### src/rtl/dmem_arb_pkg.sv
// Shared types and constants for the two-requester data-memory arbiter.
package dmem_arb_pkg;

  typedef enum logic [1:0] {
    IDLE = 2'd0,
    XFER = 2'd1,
    RESP = 2'd2
  } state_t;

  localparam int   BEATS  = 4;
  localparam logic PORT_A = 1'b0;
  localparam logic PORT_B = 1'b1;

endpackage

### src/rtl/dmem_arb_pick.sv
// Grant selection between requesters A and B.
// DMEM_ARB_RR_EN defined: ties go to the pointer port; otherwise A always wins ties.
module dmem_arb_pick
  import dmem_arb_pkg::*;
(
  input  logic a_req,
  input  logic b_req,
  input  logic prio_port,
  output logic grant_vld,
  output logic grant_port
);

`ifndef DMEM_ARB_RR_EN
  logic unused_prio;
  assign unused_prio = prio_port;
`endif

  always_comb begin
    grant_vld  = a_req | b_req;
    grant_port = PORT_A;
    if (a_req && b_req) begin
`ifdef DMEM_ARB_RR_EN
      grant_port = prio_port;
`else
      grant_port = PORT_A;
`endif
    end else if (b_req) begin
      grant_port = PORT_B;
    end
  end

endmodule

### src/rtl/dmem_arbiter.sv
// Arbitrates 32-bit word loads/stores from A and B onto a byte-wide memory, 4 big-endian beats.
// Optional round-robin arbitration via DMEM_ARB_RR_EN (default: fixed priority to A).
module dmem_arbiter
  import dmem_arb_pkg::*;
#(
  parameter int ADDR_W = 8
) (
  input  logic              clk,
  input  logic              rst_n,
  input  logic              a_req,
  input  logic              a_we,
  input  logic [31:0]       a_addr,
  input  logic [31:0]       a_wdata,
  output logic [31:0]       a_rdata,
  output logic              a_ack,
  input  logic              b_req,
  input  logic              b_we,
  input  logic [31:0]       b_addr,
  input  logic [31:0]       b_wdata,
  output logic [31:0]       b_rdata,
  output logic              b_ack,
  output logic [ADDR_W-1:0] mem_addr,
  output logic [7:0]        mem_wdata,
  output logic              mem_we,
  input  logic [7:0]        mem_rdata
);

  function automatic logic [7:0] byte_lane(input logic [31:0] word, input logic [1:0] beat);
    return word[{~beat, 3'b000} +: 8];
  endfunction

  state_t            state;
  logic [1:0]        beat;
  logic [1:0]        next_beat;
  logic              port_q;
  logic              prio_q;
  logic              we_q;
  logic [ADDR_W-1:0] addr_q;
  logic [31:0]       wdata_q;
  logic [31:0]       rdata_q;
  logic [31:0]       word_done;

  logic              grant_vld;
  logic              grant_port;
  logic              sel_we;
  logic [ADDR_W-1:0] sel_addr;
  logic [31:0]       sel_wdata;

  logic              unused_addr_hi;
  assign unused_addr_hi = ^{a_addr[31:ADDR_W], b_addr[31:ADDR_W]};

  dmem_arb_pick u_pick (
    .a_req      (a_req),
    .b_req      (b_req),
    .prio_port  (prio_q),
    .grant_vld  (grant_vld),
    .grant_port (grant_port)
  );

  assign sel_we    = (grant_port == PORT_B) ? b_we                 : a_we;
  assign sel_addr  = (grant_port == PORT_B) ? b_addr[ADDR_W-1:0]   : a_addr[ADDR_W-1:0];
  assign sel_wdata = (grant_port == PORT_B) ? b_wdata              : a_wdata;
  assign next_beat = beat + 2'd1;

  // The last byte is still on mem_rdata during beat 3, so it is merged directly.
  assign word_done = we_q ? wdata_q : {rdata_q[31:8], mem_rdata};

  // Stage: request latch and read-byte assembly (data only, no reset needed)
  always_ff @(posedge clk) begin
    if (state == IDLE && grant_vld) begin
      addr_q  <= sel_addr;
      wdata_q <= sel_wdata;
    end
    if (state == XFER) begin
      rdata_q[{~beat, 3'b000} +: 8] <= mem_rdata;
    end
  end

  // Stage: control FSM and registered memory/response outputs
  always_ff @(posedge clk or negedge rst_n) begin
    if (!rst_n) begin
      state     <= IDLE;
      beat      <= 2'd0;
      port_q    <= PORT_A;
      prio_q    <= PORT_A;
      we_q      <= 1'b0;
      mem_addr  <= '0;
      mem_wdata <= 8'd0;
      mem_we    <= 1'b0;
      a_ack     <= 1'b0;
      b_ack     <= 1'b0;
      a_rdata   <= 32'd0;
      b_rdata   <= 32'd0;
    end else begin
      a_ack   <= 1'b0;
      b_ack   <= 1'b0;
      a_rdata <= 32'd0;
      b_rdata <= 32'd0;
      case (state)
        IDLE: begin
          if (grant_vld) begin
            state     <= XFER;
            beat      <= 2'd0;
            port_q    <= grant_port;
            prio_q    <= ~grant_port;
            we_q      <= sel_we;
            mem_addr  <= sel_addr;
            mem_wdata <= byte_lane(sel_wdata, 2'd0);
            mem_we    <= sel_we;
          end
        end
        XFER: begin
          if (beat == 2'(BEATS - 1)) begin
            state     <= RESP;
            mem_addr  <= '0;
            mem_wdata <= 8'd0;
            mem_we    <= 1'b0;
            if (port_q == PORT_B) begin
              b_ack   <= 1'b1;
              b_rdata <= word_done;
            end else begin
              a_ack   <= 1'b1;
              a_rdata <= word_done;
            end
          end else begin
            beat      <= next_beat;
            mem_addr  <= addr_q + ADDR_W'(next_beat);
            mem_wdata <= byte_lane(wdata_q, next_beat);
          end
        end
        RESP: begin
          state     <= IDLE;
          mem_addr  <= '0;
          mem_wdata <= 8'd0;
          mem_we    <= 1'b0;
        end
        default: begin
          state  <= IDLE;
          mem_we <= 1'b0;
        end
      endcase
    end
  end

endmodule

### config.mk
export PLATFORM = sky130hd
export DESIGN_NAME = dmem_arbiter
export DESIGN_NICKNAME = d
export VERILOG_FILES = /design/src/rtl/dmem_arb_pkg.sv /design/src/rtl/dmem_arb_pick.sv /design/src/rtl/dmem_arbiter.sv
export SDC_FILE = /design/constraint.sdc
export NUM_CORES = 1
export LEC_CHECK = 0
export BUFFER_PORTS_ARGS = -buffer_cell sky130_fd_sc_hd__buf_2
export CAP_MARGIN = 20
export CORE_ASPECT_RATIO = 1.1
export CORE_UTILIZATION = 41
export CTS_BUF_LIST = sky130_fd_sc_hd__clkbuf_4 sky130_fd_sc_hd__clkbuf_8
export DETAILED_ROUTE_END_ITERATION = 12
export PLACE_DENSITY = 0.79
export SYNTH_ARGS = -nofsm -noshare
export SYNTH_HDL_FRONTEND = slang
export SYNTH_SLANG_ARGS = --single-unit
### constraint.sdc
create_clock -name clk -period 3.4 [get_ports clk]
set_input_delay 0 -clock clk [delete_from_list [all_inputs] [get_ports clk]]
set_output_delay 0 -clock clk [all_outputs]
set_load 0.05 [all_outputs]
==> flow_summary.ini <==
[outcome]
status = completed

[die]
coreArea_mm2 = 0.0152
start_util_pct = 42.3
die_h_um = 133
ioPinCount = 225
core.rowCount = 47
die-area_mm2 = 0.0162
die_w_um = 121

[logic_synthesis]
ys_warn_count = 0
ys_ff_latch = 153
synthArstFlopShare_pct = 58.2
synth_ff_type = dfrtp_1
synth_most_common_cell = dfrtp_1
yosys.area.top_type = dfrtp_1
ys_seq_area_share_pct = 64.6
synthTopCellsByArea = dfrtp_1 35%, edfxtp_1 30%, mux2_2 6.5%, mux2i_1 5.0%, nor2_1 4.9%
synth_cell_types = 39
synth_area_mm2 = 0.00642
synth_common_cells = 89 x dfrtp_1, 83 x nor2_1, 64 x edfxtp_1
syn_nets = 625
avgSynthCellArea_um2 = 13.6
synth_edf_count = 64
synth_top_area_share_pct = 34.7
netlist_instances = 473

[clock_tree]
clock_latency_ns = 0.45
cts-htree-levels = 4
root_buffer = clkbuf_8
numCtsBuffers = 17
clk_pin_slew_ns = 0.08
cts_tree = done
cts_buffer_depth = 2
clock_sink_count = 153

[final_layout]
syn2layout_area_growth_pct = 39.1
drive_gt1_share_pct = 35.3
regArea_mm2 = 0.00415
final_area_mm2 = 0.00893
fin_util_pct = 58.8
multiInputGateArea_mm2 = 0.00211
nets = 899
fill_cells = 1205

[place]
dp_hpwl_um = 11100
port_buffers = 176
place_ws_ns = 0.720
place_congestion = 0.839
dpl_cell_area_mm2 = 0.00749

[worst_hold_path]
min_path_type = in2reg

[critical_path]
critPathCaptureType = register
crit_family = adder cells
crit_chain = buf_4 -> inv_1 -> ha_1 -> fa_1 -> inv_1 -> or3_1 -> a21oi_1 -> o22a_1
worstPathBufferInverterCount = 3
slowest_stage = ha_1
cp.arrival_ns = 3.05
cp_slowest_stage_delay_ns = 0.72
cp.required_ns = 3.79
start_kind = register
cp_max_fo = 16
cpMostUsedCell = inv_1
worstSetupPathType = reg2reg

[timing]
drv_slew = 0
max_freq_mhz = 375
fin_ws_ns = 0.732
worstMarginPinSlew_ns = 0.989
setup_tns_ns = 0
rsz0062_at_grt = false
skew_ns = 0.0130
min_period_ns = 2.67
max_slew_margin_pct = 34.1
period_share_pct = 78.5
finalHoldViolCount = 0
setup_viol = 0

[grt]
grt_pass1_vias = 4973
antenna_found_initial = 1
grt_pass1_wl_um = 25300
gr-total-overflow = 0
grt_max_degree = 67
grtUsageTotal_pct = 21.0

[pwr]
ir_worst_vdd_uv = 451
power.density_mw_per_mm2 = 792
p_leak_nw = 4.23

[route]
routed_wl_um = 16000
dr.pass1.iters = 6
num_vias = 4748
antenna_left = 0
drc = 0
drtIter0Drc = 279
wl_per_cell_um = 16.8
via_per_inst = 4.96

[flow_run]
cap_violations = 0
[routing by layer]
layer / vias up / global-route usage (%) / share of wire, %
met2: 153 / 38.1 / 54
met1: 2361 / 23.3 / 39
met3: 25 / 5.35 / 5.5
met4: 0 / 7.82 / 1.9
li1: 2209 / - / -
met5: - / 0 / 0
[what timing repair did]
item / CTS / global route
gates resized for setup: 0 / 0
hold buffers: 96 / 0
endpoints found under the setup margin: 0 / 0
hold endpoints to repair: 152 / 0
setup buffers: 0 / 0
[cell usage in the layout, fill, tap and decap left out, types with 2 or more instances in the layout]
master | Yosys | final
nand2_1 | 10 | 10
a21oi_1 | 16 | 16
a211o_1 | 3 | 3
ha_1 | 9 | 9
clkbuf_8 | 0 | 21
dfrtp_1 | 89 | 88
nand2b_1 | 2 | 2
nor2b_1 | 3 | 2
o22a_1 | 3 | 3
mux2_2 | 37 | 37
mux4_2 | 8 | 8
dlygate4sd3_1 | 0 | 96
nor2_1 | 83 | 83
bufinv_16 | 0 | 5
mux2i_1 | 32 | 32
a22oi_1 | 10 | 10
or3_1 | 3 | 3
a31oi_1 | 6 | 6
and2_1 | 28 | 28
buf_4 | 2 | 9
o21ai_0 | 10 | 10
inv_1 | 10 | 10
clkinv_2 | 0 | 3
mux2_4 | 3 | 3
nor3_1 | 2 | 2
nand3_1 | 3 | 3
edfxtp_1 | 64 | 64
buf_2 | 9 | 175
nor2b_4 | 0 | 2
clkbuf_4 | 0 | 3
a22o_1 | 2 | 2
[cell type report]
class	instances	share of cell area (%)
multi-input cells	285	23.6
diodes	1	0.0280
flip-flops and latches	153	46.5
inverters	10	0.421
well taps	196	2.75
repair buffers	280	21.3
clock buffers	24	3.49
clock inverters	8	1.85
[registers in the layout (all words and copies together) (netlist names), 2 cells and up]
signal / count
a_rdata: 32
addr_q: 8
b_rdata: 32
beat: 2
mem_addr: 8
mem_wdata: 8
rdata_q: 24
state: 2
wdata_q: 32
[where the power goes]
| part | internal, W | switching [W] |
|---|---|---|
| sequential | 0.00247 | 0.000311 |
| combinational | 0.00101 | 0.00168 |
| clock | 0.000974 | 0.000628 |
[metrics by stage]
stage	std cells	hold slack (ns)	total power, W
5_1_grt	957	0.0358	0.00746
3_5_place_dp	828	0.144	0.00538
4_1_cts	956	0.00826	0.00711
6_report	957	0.0273	0.00707
2_1_floorplan	473	-0.296	0.00463
3_3_place_gp	828	0.127	0.00529
[worst reg2reg max path, stage by stage, from the launching register on]
cell,delay [ns]
dfrtp_1,0.33
buf_4,0.23
inv_1,0.13
ha_1,0.72
fa_1,0.35
inv_1,0.08
or3_1,0.41
a21oi_1,0.21
o22a_1,0.16
[kinds of logic (layout without fill, tap and decap cells)]
group | Yosys count | in the layout | share of synthesized area [%]
fa+ha+maj | 10 | 10 | 2.07
xor+xnor | 2 | 2 | 0.273
compound gates | 53 | 53 | 5.24
simple gates | 140 | 140 | 10.1
flops | 153 | 153 | 64.6
buf+inv | 35 | 322 | 2.69
other cells | 0 | 1 | 0
mux | 80 | 80 | 15.0
[worst paths after layout]
path / startpoint / to / slack [ns] / depth (start not counted)
min in group asynchronous: rst_n / a_rdata[12] / 0.19 / 2
max in group asynchronous: rst_n / a_rdata[13] / 2.36 / 3
worst max-delay path: beat[0] / mem_addr[6] / 0.73 / 8
worst min register to register: mem_addr[6] / mem_addr[6] / 0.53 / 1
worst min-delay path: a_wdata[24] / mem_wdata[0] / 0.03 / 4
worst max register to register: beat[0] / mem_addr[6] / 0.73 / 8
No activity file was read; power rests on OpenSTA's default activity.
